<file path="config.mk">
export PLATFORM = sky130hd
export DESIGN_NAME = delayed_io_seq_ctrl_flat
export DESIGN_NICKNAME = d
export VERILOG_FILES = /design/src/rtl/delayed_io_seq_ctrl_if.sv /design/src/rtl/delayed_io_seq_ctrl.sv /design/src/flat_wrapper.sv
export SDC_FILE = /design/constraint.sdc
export NUM_CORES = 1
export LEC_CHECK = 0
export CAP_MARGIN = 20
export CORE_MARGIN = 3
export CORE_UTILIZATION = 33
export CTS_BUF_LIST = sky130_fd_sc_hd__clkbuf_8 sky130_fd_sc_hd__clkbuf_16
export DETAILED_ROUTE_END_ITERATION = 6
export HOLD_SLACK_MARGIN = 0.03
export PLACE_DENSITY = 0.59
export SLEW_MARGIN = 5
export SYNTH_ARGS = -nofsm -noshare
export SYNTH_HDL_FRONTEND = slang
export SYNTH_SLANG_ARGS = --single-unit
export TNS_END_PERCENT = 10
</file>
<file path="constraint.sdc">
create_clock -name clk -period 2.7 [get_ports clk]
set_input_delay 0.405 -clock clk [delete_from_list [all_inputs] [get_ports clk]]
set_output_delay 0.405 -clock clk [all_outputs]
set_load 0.02 [all_outputs]
</file>
<file path="src/rtl/delayed_io_seq_ctrl_if.sv">
// Bus bundle for delayed_io_seq_ctrl: step-table config port, sequence
// control, pin outputs and a debug view of the sequencer state.
//   master : drives config/control inputs, observes outputs (register block)
//   slave  : the sequencer itself
// Optional input i_loop exists only when DELAYED_IO_SEQ_LOOP_EN is defined.
interface delayed_io_seq_ctrl_if #(
  parameter int NUM_OUTPUTS = 4,
  parameter int NUM_STEPS   = 8,
  parameter int CNT_W       = 32
);
  localparam int IDX_W = $clog2(NUM_STEPS);

  logic                   i_cfg_we;
  logic [IDX_W-1:0]       i_cfg_addr;
  logic [CNT_W-1:0]       i_cfg_delay;
  logic [NUM_OUTPUTS-1:0] i_cfg_mask;
  logic [NUM_OUTPUTS-1:0] i_cfg_val;
  logic [IDX_W:0]         i_num_steps;
  logic                   i_trigger;
  logic                   i_abort;
  logic [NUM_OUTPUTS-1:0] i_idle_val;
`ifdef DELAYED_IO_SEQ_LOOP_EN
  logic                   i_loop;
`endif
  logic [NUM_OUTPUTS-1:0] o_io_pins;
  logic                   o_busy;
  logic                   o_done;
  logic [IDX_W-1:0]       o_step_idx;
  logic                   o_cfg_err;
  logic [1:0]             dbg_state;

  modport master (
`ifdef DELAYED_IO_SEQ_LOOP_EN
    output i_loop,
`endif
    output i_cfg_we, i_cfg_addr, i_cfg_delay, i_cfg_mask, i_cfg_val,
    output i_num_steps, i_trigger, i_abort, i_idle_val,
    input  o_io_pins, o_busy, o_done, o_step_idx, o_cfg_err, dbg_state
  );

  modport slave (
`ifdef DELAYED_IO_SEQ_LOOP_EN
    input  i_loop,
`endif
    input  i_cfg_we, i_cfg_addr, i_cfg_delay, i_cfg_mask, i_cfg_val,
    input  i_num_steps, i_trigger, i_abort, i_idle_val,
    output o_io_pins, o_busy, o_done, o_step_idx, o_cfg_err, dbg_state
  );
endinterface

</file>
<file path="src/rtl/delayed_io_seq_ctrl.sv">
// delayed_io_seq_ctrl: walks a programmable step table on a trigger edge.
// Each step waits its delay (shared down-counter) and then applies its
// masked pin values. Abort (level) forces i_idle_val onto the pins.
// Ports:
//   clk, rst_n (async, active-low)
//   bus (delayed_io_seq_ctrl_if.slave):
//     i_cfg_we/addr/delay/mask/val : step table write port
//     i_num_steps : active steps, clamped to NUM_STEPS, sampled at trigger
//     i_trigger   : start on rising edge; i_abort / i_idle_val : cancel
//     o_io_pins, o_busy, o_done, o_step_idx, o_cfg_err, dbg_state (FSM state)
// Optional: define DELAYED_IO_SEQ_LOOP_EN to add i_loop (repeat passes).
//
// Config strobe contract: i_cfg_we is a single-cycle write strobe with no
// ready. It is accepted on the sampling edge when the FSM is IDLE or DONE;
// otherwise it is dropped and o_cfg_err pulses for the following cycle.
module delayed_io_seq_ctrl #(
  parameter int NUM_OUTPUTS = 4,
  parameter int NUM_STEPS   = 8,
  parameter int CNT_W       = 32
) (
  input logic                  clk,
  input logic                  rst_n,
  delayed_io_seq_ctrl_if.slave bus
);
  localparam int IDX_W = $clog2(NUM_STEPS);
  localparam int NS_W  = IDX_W + 1;

  typedef enum logic [1:0] {
    IDLE = 2'd0,
    RUN  = 2'd1,
    DONE = 2'd2
  } state_t;

  state_t                 state_q, state_d;
  logic [CNT_W-1:0]       cnt_q, cnt_d;
  logic [IDX_W-1:0]       idx_q, idx_d;
  logic [IDX_W-1:0]       last_q, last_d;
  logic [NUM_OUTPUTS-1:0] pins_q, pins_d;
  logic                   done_q, done_d;
  logic                   trig_prev_q;
  logic                   cfg_err_q;

  logic [CNT_W-1:0]       delay_q [NUM_STEPS];
  logic [NUM_OUTPUTS-1:0] mask_q  [NUM_STEPS];
  logic [NUM_OUTPUTS-1:0] val_q   [NUM_STEPS];

  logic                   trig_edge;
  logic                   cfg_ok;
  logic [NS_W-1:0]        ns_clamped;
  logic [IDX_W-1:0]       idx_inc;

  assign trig_edge  = bus.i_trigger & ~trig_prev_q;
  assign cfg_ok     = (state_q != RUN);
  assign ns_clamped = (bus.i_num_steps > NS_W'(NUM_STEPS)) ? NS_W'(NUM_STEPS)
                                                           : bus.i_num_steps;
  assign idx_inc    = idx_q + IDX_W'(1);

  // Step table, trigger history and config-error flag.
  always_ff @(posedge clk or negedge rst_n) begin
    if (!rst_n) begin
      for (int i = 0; i < NUM_STEPS; i++) begin
        delay_q[i] <= '0;
        mask_q[i]  <= '0;
        val_q[i]   <= '0;
      end
      trig_prev_q <= 1'b0;
      cfg_err_q   <= 1'b0;
    end else begin
      trig_prev_q <= bus.i_trigger;
      cfg_err_q   <= bus.i_cfg_we & ~cfg_ok;
      if (bus.i_cfg_we && cfg_ok) begin
        delay_q[bus.i_cfg_addr] <= bus.i_cfg_delay;
        mask_q[bus.i_cfg_addr]  <= bus.i_cfg_mask;
        val_q[bus.i_cfg_addr]   <= bus.i_cfg_val;
      end
    end
  end

  // FSM and datapath registers.
  always_ff @(posedge clk or negedge rst_n) begin
    if (!rst_n) begin
      state_q <= IDLE;
      cnt_q   <= '0;
      idx_q   <= '0;
      last_q  <= '0;
      pins_q  <= '0;
      done_q  <= 1'b0;
    end else begin
      state_q <= state_d;
      cnt_q   <= cnt_d;
      idx_q   <= idx_d;
      last_q  <= last_d;
      pins_q  <= pins_d;
      done_q  <= done_d;
    end
  end

  always_comb begin
    state_d = state_q;
    cnt_d   = cnt_q;
    idx_d   = idx_q;
    last_d  = last_q;
    pins_d  = pins_q;
    done_d  = 1'b0;

    case (state_q)
      IDLE: begin
        if (trig_edge) begin
          if (ns_clamped == '0) begin
            state_d = DONE;
            done_d  = 1'b1;
          end else begin
            state_d = RUN;
            cnt_d   = delay_q[0];
            idx_d   = '0;
            // Last index is latched so later i_num_steps changes are ignored.
            last_d  = IDX_W'(ns_clamped - NS_W'(1));
          end
        end
      end
      RUN: begin
        if (cnt_q != '0) begin
          cnt_d = cnt_q - CNT_W'(1);
        end else begin
          pins_d = (pins_q & ~mask_q[idx_q]) | (val_q[idx_q] & mask_q[idx_q]);
          if (idx_q == last_q) begin
            done_d  = 1'b1;
            state_d = DONE;
`ifdef DELAYED_IO_SEQ_LOOP_EN
            if (bus.i_loop) begin
              state_d = RUN;
              idx_d   = '0;
              cnt_d   = delay_q[0];
            end
`endif
          end else begin
            idx_d = idx_inc;
            cnt_d = delay_q[idx_inc];
          end
        end
      end
      DONE: begin
        // idx is held here so software can read the final step index.
        state_d = IDLE;
      end
      default: begin
        state_d = IDLE;
      end
    endcase

    // Abort overrides everything, including a coincident trigger edge.
    if (bus.i_abort) begin
      state_d = IDLE;
      pins_d  = bus.i_idle_val;
      cnt_d   = '0;
      idx_d   = '0;
      done_d  = 1'b0;
    end
  end

  assign bus.o_io_pins  = pins_q;
  assign bus.o_busy     = (state_q == RUN);
  assign bus.o_done     = done_q;
  assign bus.o_step_idx = idx_q;
  assign bus.o_cfg_err  = cfg_err_q;
  assign bus.dbg_state  = state_q;
endmodule

</file>
<file path="src/flat_wrapper.sv">
// flat-port wrapper written by rule: the top's interface ports become plain ports
module delayed_io_seq_ctrl_flat 
#(
  parameter int NUM_OUTPUTS = 4,
  parameter int NUM_STEPS   = 8,
  parameter int CNT_W       = 32
)
  (clk, rst_n, bus_i_cfg_we, bus_i_cfg_addr, bus_i_cfg_delay, bus_i_cfg_mask, bus_i_cfg_val, bus_i_num_steps, bus_i_trigger, bus_i_abort, bus_i_idle_val, bus_o_io_pins, bus_o_busy, bus_o_done, bus_o_step_idx, bus_o_cfg_err, bus_dbg_state);
  delayed_io_seq_ctrl_if #(.NUM_OUTPUTS(NUM_OUTPUTS), .NUM_STEPS(NUM_STEPS), .CNT_W(CNT_W)) bus_i ();
  input logic clk;
  input logic rst_n;
  input wire logic [$bits(bus_i.i_cfg_we)-1:0] bus_i_cfg_we;
  input wire logic [$bits(bus_i.i_cfg_addr)-1:0] bus_i_cfg_addr;
  input wire logic [$bits(bus_i.i_cfg_delay)-1:0] bus_i_cfg_delay;
  input wire logic [$bits(bus_i.i_cfg_mask)-1:0] bus_i_cfg_mask;
  input wire logic [$bits(bus_i.i_cfg_val)-1:0] bus_i_cfg_val;
  input wire logic [$bits(bus_i.i_num_steps)-1:0] bus_i_num_steps;
  input wire logic [$bits(bus_i.i_trigger)-1:0] bus_i_trigger;
  input wire logic [$bits(bus_i.i_abort)-1:0] bus_i_abort;
  input wire logic [$bits(bus_i.i_idle_val)-1:0] bus_i_idle_val;
  output wire logic [$bits(bus_i.o_io_pins)-1:0] bus_o_io_pins;
  output wire logic [$bits(bus_i.o_busy)-1:0] bus_o_busy;
  output wire logic [$bits(bus_i.o_done)-1:0] bus_o_done;
  output wire logic [$bits(bus_i.o_step_idx)-1:0] bus_o_step_idx;
  output wire logic [$bits(bus_i.o_cfg_err)-1:0] bus_o_cfg_err;
  output wire logic [$bits(bus_i.dbg_state)-1:0] bus_dbg_state;
  assign bus_i.i_cfg_we = bus_i_cfg_we;
  assign bus_i.i_cfg_addr = bus_i_cfg_addr;
  assign bus_i.i_cfg_delay = bus_i_cfg_delay;
  assign bus_i.i_cfg_mask = bus_i_cfg_mask;
  assign bus_i.i_cfg_val = bus_i_cfg_val;
  assign bus_i.i_num_steps = bus_i_num_steps;
  assign bus_i.i_trigger = bus_i_trigger;
  assign bus_i.i_abort = bus_i_abort;
  assign bus_i.i_idle_val = bus_i_idle_val;
  assign bus_o_io_pins = bus_i.o_io_pins;
  assign bus_o_busy = bus_i.o_busy;
  assign bus_o_done = bus_i.o_done;
  assign bus_o_step_idx = bus_i.o_step_idx;
  assign bus_o_cfg_err = bus_i.o_cfg_err;
  assign bus_dbg_state = bus_i.dbg_state;
  delayed_io_seq_ctrl #(.NUM_OUTPUTS(NUM_OUTPUTS), .NUM_STEPS(NUM_STEPS), .CNT_W(CNT_W)) u_core (.clk(clk), .rst_n(rst_n), .bus(bus_i));
endmodule
</file>
======== Word-level counts from Yosys, hierarchy flattened ========
Index checks and enable logic that the tools add are counted.
storage, ports and cells
  register bits ........................... 367
  output and inout bits ................... 12
  input port bits ......................... 56
  word-level logic and storage cells ...... 118
cells by class
  muxes and demuxes ....................... 44
  $add $sub $neg .......................... 3
  bitwise gates (word level) .............. 12
  equal/unequal tests ..................... 10
  $lt $le $gt $ge ......................... 5
  reductions and logical operators ........ 12
operators by type and width
  operator                                                               count
  256-bit bitwise mux                                                    1
  32-bit 2-to-1 mux                                                      8
  32-bit binary-select mux with 3-bit select                             1
  32-bit demux with 3-bit select                                         1
  32-bit bitwise mux                                                     2
  32-bit case mux with 2 select lines                                    1
  4-bit 2-to-1 mux                                                       9
  32-bit nonzero test                                                    1
  32-bit by 1-bit subtractor with 32-bit output (second input constant)  1
  4-bit binary-select mux with 3-bit select                              2
  3-bit 2-to-1 mux                                                       5
  4-bit demux with 3-bit select                                          1
  4-bit greater-or-equal comparator (second input constant)              3
  3-bit inverter with 4-bit output                                       3
  2-bit 2-to-1 mux                                                       5
  3-bit != test (second input constant)                                  3
  4-bit AND                                                              2
  3-bit by 2-bit != test with 1-bit output (second input constant)       2
  3-bit case mux with 2 select lines                                     1
  3-bit AND reduction                                                    2
  1-bit 2-to-1 mux                                                       5
  5-bit AND reduction                                                    1
  4-bit > comparator (second input constant)                             1
  4-bit logical NOT                                                      1
  other kinds (20)                                                       24

======== Depth between registers and ports, before layout ========
Gate-level depths: netlist of the first run.
  depth in word-level cells ............... 10
  mapped depth ............................ 11
  depth with buffers taken out ............ 8

======== Worst setup path after synthesis of the first run ========
No wires, ideal clock.
  path type ............................... flip-flop to flip-flop
  from .................................... register u_core.idx_q[0], in the netlist u_core.bus.o_step_idx[0]
  to ...................................... register u_core.cnt_q[12]
  path slack .............................. 0.122 ns
  library setup time ...................... 0.123 ns
  arrival ................................. 2.455 ns
  data required time ...................... 2.577 ns
  stages on the path, launching flop included .. 10
  buffers on the path ..................... 3
  clock period less this slack ............ 2.578 ns
  cells stage by stage .................... dfrtp_1 > ha_1 > buf_2 > buf_1 > buf_2 > mux4_2 > mux2i_1 > nor3_1 > o21ai_0 > nand2_1
on the way
  longest elaborated chain between the ends .. 9
  elaborated cells on any way between the ends .. 12
  those cells by class .................... add/sub: 1; eq/ne: 2; mux: 7; bitwise: 1; reduce/logical: 1
ends and longest elaborated chain
  what                                                    RTL line                    RTL
  start, declared                                         delayed_io_seq_ctrl.sv:36   logic [IDX_W-1:0] idx_q, idx_d;
  start signal, assigned                                  delayed_io_seq_ctrl.sv:91   idx_q <= idx_d;
  3-bit by 1-bit adder with 3-bit output                  delayed_io_seq_ctrl.sv:56   assign idx_inc = idx_q + IDX_W'(1);
  3-bit inverter with 4-bit output (implied by the code)  delayed_io_seq_ctrl.sv:138  cnt_d = delay_q[idx_inc];
  32-bit binary-select mux with 3-bit select              delayed_io_seq_ctrl.sv:138
  32-bit 2-to-1 mux (implied by the code) (2 in a row)    delayed_io_seq_ctrl.sv:138
  32-bit 2-to-1 mux                                       delayed_io_seq_ctrl.sv:126  if (idx_q == last_q) begin
  32-bit 2-to-1 mux                                       delayed_io_seq_ctrl.sv:122  if (cnt_q != '0) begin
  32-bit case mux with 2 select lines                     delayed_io_seq_ctrl.sv:106  case (state_q)
  32-bit 2-to-1 mux                                       delayed_io_seq_ctrl.sv:152  if (bus.i_abort) begin
  end signal, assigned                                    delayed_io_seq_ctrl.sv:90   cnt_q <= cnt_d;
  end, declared                                           delayed_io_seq_ctrl.sv:35   logic [CNT_W-1:0] cnt_q, cnt_d;
Several ways; a longest one is shown, not always the timed one. The select of a mux whose other input is x is not followed.
A chain may end at the register's enable or synchronous reset.

======== Final worst setup path of the first run ========
  from .................................... register u_core.state_q[1], in the netlist u_core.bus.dbg_state[1]
  to ...................................... output port bus_o_busy
on the way
  longest elaborated chain between the ends .. 1
ends and longest elaborated chain
  what                                            RTL line                    RTL
  start, declared                                 delayed_io_seq_ctrl.sv:34   state_t state_q, state_d;
  start signal, assigned                          delayed_io_seq_ctrl.sv:89   state_q <= state_d;
  2-bit by 1-bit equality test with 1-bit output  delayed_io_seq_ctrl.sv:162  assign bus.o_busy = (state_q == RUN);
  end, declared                                   flat_wrapper.sv:22          output wire logic [$bits(bus_i.o_busy)-1:0] bus_o_busy;
No other way between the ends.

==> flow_metrics.tcl, run 1 <==
set metrics [dict create \
    ir_drop_mv 0.415 \
    start_util_pct 33.6 \
    dp_hpwl_um 27000 \
    cp.arrival_ns 2.15 \
    r2r_start "u_core.cnt_q[1]$_DFFE_PN0P_" \
    grt_max_degree 93 \
    synth-async-reset-ratio_pct 100 \
    max-clock-path-buffers 3 \
    stdcell_count 2019 \
    clock_skew_ns 0.0153 \
    grt_pass1_vias 11500 \
    synth_largest_area_cell "dfrtp_1" \
    hold_violations 0 \
    ant_nets 0 \
    netlist_top_cells_area "dfrtp_1 53%, mux2_2 21%, mux4_2 10%, mux2i_1 2.4%, nand2_1 0.93%" \
    grt_pass1_wl_um 68200 \
    rsz0062_at_grt "false" \
    pre_cts_slack_ns -0.0689 \
    hold_depth 1 \
    grt-ovfl-total 0 \
    r2r_slack_ns 0.19 \
    first_pass_iters 5 \
    core_sq_um 51700 \
    startpoint_type "flop" \
    end_kind "primary output" \
    avgSynthCellArea_sq_um 14.3 \
    rows 83 \
    max_slew_margin_pct 61.7 \
    cts_made_buffers 41 \
    gp_congestion 0.876 \
    synth-main-ff-cell "dfrtp_1" \
    reg2reg_to "u_core.bus.o_step_idx[0]$_DFFE_PN0P_" \
    final_cell_mix "366 x dfrtp_1, 328 x mux2_2, 80 x mux4_2, 66 x clkdlybuf4s50_1, 48 x buf_4" \
    netlist_area_sq_um 17400 \
    stdcell_area_sq_um 20700 \
    antenna_found_initial 2 \
    ios 68 \
    leakage_nw 8.43 \
    synth-seq-cells 367 \
    ys_seq_area_share_pct 52.9 \
    routed_via_density 5.31 \
    finalSetupViolCount 0 \
    power_density_nw_per_um2 821 \
    insertion_delay_ns 0.55 \
    cts_tree "built" \
    synth_edf_count 0 \
    syn-num-nets 1272 \
    dieArea_sq_um 55400 \
    worst-slew-pin-transition_ns 0.570 \
    hold_end "u_core.trig_prev_q$_DFF_PN0_" \
    placed_cell_area_sq_um 19300 \
    nets 1369 \
    hold_class "input pin to flop" \
    cts_root_buffer "clkbuf_16" \
    clk_pin_slew_ns 0.06 \
    yosysTopAreaCellShare_pct 52.9 \
    numPortBuffers 67 \
    final_util_pct 40.1 \
    fp.dieH_um 235 \
    grtUsageTotal_pct 15.4 \
    synthCells 1212 \
    ff2ff_path_depth 8 \
    fin_crit_sh_pct 94.8 \
    wl_um 42100 \
    ys.warnings.count 0 \
    period_minus_slack_ns 2.56 \
    num_vias 10700 \
    layout-drive-gt1-share_pct 41.8 \
    drc 0 \
    fmax_ghz 0.391 \
    hold-worst-slack_ns 0.324 \
    layout_commonest_cell "dfrtp_1" \
    cts_sinks 367 \
    holdCritStartpoint "bus_i_trigger" \
    dp_cells 1944 \
    cp.required_ns 2.30 \
    outcome "completed" \
    path_class "flop to primary output" \
    syn_to_final_growth_pct 19.3 \
    crit_fanout 17 \
    cts.htree.levels 2 \
    drtIter0Drc 634 \
    drv_slew 0 \
    wl_per_cell_um 20.8 \
    die_width_um 235 \
    drv_cap 0 \
    yosys.cell_types.count 72 \
    finalWorstSetupSlack_ns 0.142 \
]
-- cell families (layout without fill, tap and decap cells) --
| logic type | Yosys count | after routing | synth area share (%) |
|---|---|---|---|
| muxes | 450 | 450 | 34.1 |
| DFF | 367 | 367 | 52.9 |
| and+or+nand+nor | 181 | 181 | 5.45 |
| AOI/OAI and AO/OA | 98 | 98 | 3.86 |
| buffers and inverters | 88 | 214 | 2.20 |
| xor gates and xnor gates | 24 | 24 | 1.25 |
| adders and majority gates | 4 | 4 | 0.288 |
| other | 0 | 1 | 0 |
-- cell usage after synthesis, types with 7 or more instances --
| cell type | number |
|---|---|
| dfrtp_1 | 367 |
| mux2_2 | 328 |
| mux4_2 | 80 |
| nand2_1 | 43 |
| mux2i_1 | 42 |
| clkbuf_1 | 41 |
| nor2_1 | 36 |
| nor3_1 | 31 |
| buf_2 | 20 |
| a22oi_1 | 18 |
| o21ai_0 | 18 |
| buf_1 | 16 |
| nand3_1 | 15 |
| o21ai_1 | 13 |
| xor2_1 | 12 |
| a21oi_1 | 11 |
| xnor2_1 | 11 |
| nor4_1 | 9 |
| or3_1 | 9 |
| inv_1 | 7 |
| nand2b_1 | 7 |
-- registers in the layout, indices dropped and copies added (netlist names), named ones only --
register and flops:
u_core.bus.dbg_state 2, u_core.trig_prev_q 1, u_core.cnt_q 32, u_core.bus.o_step_idx 3, u_core.bus.o_done 1, u_core.val_q 32
u_core.mask_q 32, u_core.bus.o_cfg_err 1, u_core.delay_q 256, u_core.last_q 3
-- how the worst max path moves through the flow --
stage	start	endpoint	slack [ns]	cells after the start
6_report	u_core.bus.dbg_state[1]$_DFFE_PN0P_	bus_o_busy	0.14	4
5_1_grt	u_core.cnt_q[1]$_DFFE_PN0P_	u_core.cnt_q[2]$_DFFE_PN0P_	0.05	9
3_3_place_gp	bus_i_num_steps[3]	u_core.cnt_q[11]$_DFFE_PN0P_	0.02	10
2_1_floorplan	u_core.bus.o_step_idx[0]$_DFFE_PN0P_	u_core.cnt_q[12]$_DFFE_PN0P_	0.12	9
3_5_place_dp	bus_i_num_steps[3]	u_core.cnt_q[11]$_DFFE_PN0P_	-0.07	10
4_1_cts	u_core.bus.dbg_state[1]$_DFFE_PN0P_	bus_o_busy	0.09	4
-- where the power goes --
group | leakage (nW) | internal (mW) | switching, mW | total [mW]
clock | 0.714 | 3.39 | 2.20 | 5.59
combinational | 3.24 | 2.18 | 1.66 | 3.84
sequential | 4.48 | 6.81 | 0.770 | 7.58
total | 8.43 | 12.4 | 4.63 | 17.0
-- layer usage --
layer,track usage (%),share of wire (%)
met1,21.7,47
met2,24.8,47
met3,2.65,3.7
met4,3.78,1.7
met5,0,0.031
-- through the flow --
stage	TNS [ns]	power (mW)
detailed placement	-0.151	11.5
global placement	0	11.4
global route	0	18.0
floorplan	0	10.2
finish	0	17.0
CTS	0	17.2
-- critical path: stages (launching register included) --
cell and delay (ns):
dfrtp_1 0.44, nand2b_1 0.25, clkinvlp_4 0.13, buf_12 0.16, clkdlybuf4s50_1 0.61
-- area by class of cell --
class	instances	area (sq um)
clock inverters	17	129
repair buffers	135	1430
diodes	1	2.50
multi-input cells	757	7860
fillers	4777	31000
inverters	7	30.0
clock buffers	55	1240
well taps	680	851
flip-flops and latches	367	9190
-- what timing repair did --
action,4_1_cts,5_1_grt
setup buffers,1,0
endpoints found under the setup margin,1,0
gates resized for setup,1,0
hold endpoints to repair,51,0
hold buffers,1,0
Note: power is estimated with default switching activity, not from simulation.
==> run 2, diff against run 1 <==
--- a/config.mk
+++ b/config.mk
@@ -11,7 +11,7 @@
 export CTS_BUF_LIST = sky130_fd_sc_hd__clkbuf_8 sky130_fd_sc_hd__clkbuf_16
 export DETAILED_ROUTE_END_ITERATION = 6
 export HOLD_SLACK_MARGIN = 0.03
-export PLACE_DENSITY = 0.59
+export PLACE_DENSITY_LB_ADDON = 0.1
 export SLEW_MARGIN = 5
 export SYNTH_ARGS = -nofsm -noshare
 export SYNTH_HDL_FRONTEND = slang
==> run 2 against run 1 <==
Clock-buffer cell count down 1. Wire length up 6.8%. Sequential power about the same. Fmax increased by 2.3%. Critical path type is now flop to flop. Critical endpoint is now u_core.cnt_q[22]$_DFFE_PN0P_. Largest cell class unchanged. Highest routed layer is now met4.
==> flow_metrics.tcl, run 2 (synthesized netlist as in run 1, its figures left out) <==
set metrics [dict create \
    hold-worst-slack_ns 0.286 \
    start_util_pct 33.6 \
    drv_slew 0 \
    regMostFlops "u_core.delay_q" \
    cts_sinks 367 \
    routed_via_density 5.20 \
    cp.required_ns 3.14 \
    swShare_pct 27.9 \
    layout_commonest_cell "dfrtp_1" \
    num_vias 10600 \
    leakage_nw 8.55 \
    stdcell_area_sq_um 20900 \
    drc 0 \
    p_int_mw 12.5 \
    gp_congestion 0.826 \
    cts_root_buffer "clkbuf_16" \
    grt_pass1_vias 11600 \
    grt-ovfl-total 0 \
    hold_depth 1 \
    clock_skew_ns 0.0267 \
    hold_class "input pin to flop" \
    end_kind "flop" \
    hold_violations 0 \
    startpoint_type "flop" \
    holdCritStartpoint "bus_i_trigger" \
    worst-path-buf-inv 1 \
    finalWorstSetupSlack_ns 0.200 \
    fmax_ghz 0.400 \
    die_width_um 235 \
    hold_end "u_core.trig_prev_q$_DFF_PN0_" \
    slowest_stage "or4_1" \
    layout-drive-gt1-share_pct 42.6 \
    r2r_start "u_core.cnt_q[26]$_DFFE_PN0P_" \
    grt_pass1_wl_um 71800 \
    first_pass_iters 5 \
    outcome "completed" \
    worst-slew-pin-transition_ns 0.656 \
    placed_cell_area_sq_um 19500 \
    r2r_slack_ns 0.20 \
    period_minus_slack_ns 2.50 \
    largest_reg_flops 256 \
    wl_per_cell_um 22.1 \
    wl_um 45000 \
    drv_cap 0 \
    nets 1384 \
    power_frac_seq_pct 43.7 \
    ir_drop_mv 0.465 \
    max-clock-path-buffers 3 \
    finalSetupViolCount 0 \
    numPortBuffers 67 \
    drtIter0Drc 539 \
    ant_nets 0 \
    max_stage_delay_ns 0.69 \
    ff2ff_path_depth 7 \
    total_power_mw 17.4 \
    path_class "flop to flop" \
    ios 68 \
    antenna_cells 0 \
    cp_top_family "simple AND/OR/NAND/NOR gates" \
    grtUsageTotal_pct 16.6 \
    cts_tree "built" \
    fill_cells 4871 \
    grt_max_degree 71 \
    crit_fanout 24 \
    rsz0062_at_grt "false" \
    insertion_delay_ns 0.58 \
    max_slew_margin_pct 56.3 \
    fp.dieH_um 235 \
    reg2reg_to "u_core.cnt_q[22]$_DFFE_PN0P_" \
    dieArea_sq_um 55400 \
    path_cells "or4_1, nor4_4, nand3_2, buf_12, nand2_1, o32ai_1, a221o_1" \
    rows 83 \
    cts.htree.levels 2 \
    cp.arrival_ns 2.94 \
    final_cell_mix "366 x dfrtp_1, 328 x mux2_2, 80 x mux4_2, 66 x clkdlybuf4s50_1, 58 x buf_4" \
    power_density_nw_per_um2 829 \
    dp_hpwl_um 29500 \
    pre_cts_slack_ns -0.0373 \
    clk_pin_slew_ns 0.06 \
    syn_to_final_growth_pct 20.6 \
    crit_start "u_core.cnt_q[26]$_DFFE_PN0P_" \
    p_clk_share_pct 33.9 \
    p_switching_mw 4.84 \
    fin_crit_sh_pct 92.6 \
    cts_made_buffers 43 \
    antenna_found_initial 1 \
    power_frac_comb_pct 22.5 \
    core_sq_um 51700 \
]
## run 2: changes by cell type in the layout (fill, tap and decap cells not counted), sizes merged
cell / delta
diode: -1
bufinv: +1
buf: +13
clkinv: +8
clkbuf: -1
clkinvlp: -1
## run 2: metrics by stage
stage / TNS, ns / std cells / util, %
after CTS: 0 / 2038 / 40.5
final: 0 / 2038 / 40.5
after floorplan: 0 / 1212 / -
after global routing: 0 / 2038 / 40.5
after global placement: 0 / 1957 / 37.6
after detailed placement: -0.0626 / 1957 / 37.6
## run 2: worst max path at each step
stage,to,slack (ns),cells past startpoint
after floorplan,u_core.cnt_q[12]$_DFFE_PN0P_,0.12,9
after global placement,u_core.cnt_q[11]$_DFFE_PN0P_,0.009,10
after detailed placement,u_core.cnt_q[11]$_DFFE_PN0P_,-0.04,10
after CTS,bus_o_busy,0.15,4
after global routing,u_core.cnt_q[4]$_DFFE_PN0P_,0.05,7
final,u_core.cnt_q[22]$_DFFE_PN0P_,0.20,7
## run 2: power by group through the flow
stage | Clock [mW] | Sequential [mW] | Combinational (mW)
6_report | 5.88 | 7.58 | 3.90
5_1_grt | 6.33 | 7.75 | 4.31
2_1_floorplan | 0 | 7.39 | 2.84
3_5_place_dp | 0 | 7.67 | 3.95
4_1_cts | 6.10 | 7.59 | 3.96
3_3_place_gp | 0 | 7.64 | 3.88
## run 2: per-layer routing
layer	share of wire (%)	wire length [um]	vias up	GRT usage [%]
met2	48	21400	137	27.1
met5	0	0	-	0
met1	48	21400	5615	23.1
met4	1.8	790	0	4.26
met3	3.1	1380	54	2.44
li1	-	-	4787	-
## run 2: timing repair
item                       CTS  global route
hold endpoints to repair    62             0
gates resized for setup      1             0
setup endpoints to repair    1             0
hold buffers                 1             0
buffers inserted             1             0
## run 2: layout make-up
type                       instances  area, sq um  area share (%)
sequential                       367         9190            43.9
multi-input combinational        757         7860            37.5
timing repair buffer             148         1560            7.46
clock buffer                      54         1230            5.86
tap                              680          851            4.06
clock inverter                    25          225            1.08
inverter                           7         30.0           0.143
## run 2: worst register-to-register path, delay by kind of cell, from the launching register on
family | cells | cell delay, ns
AOI/OAI and AO/OA | 2 | 0.40
buffers and inverters | 1 | 0.19
and+or+nand+nor | 4 | 1.35
DFF | 1 | 0.41
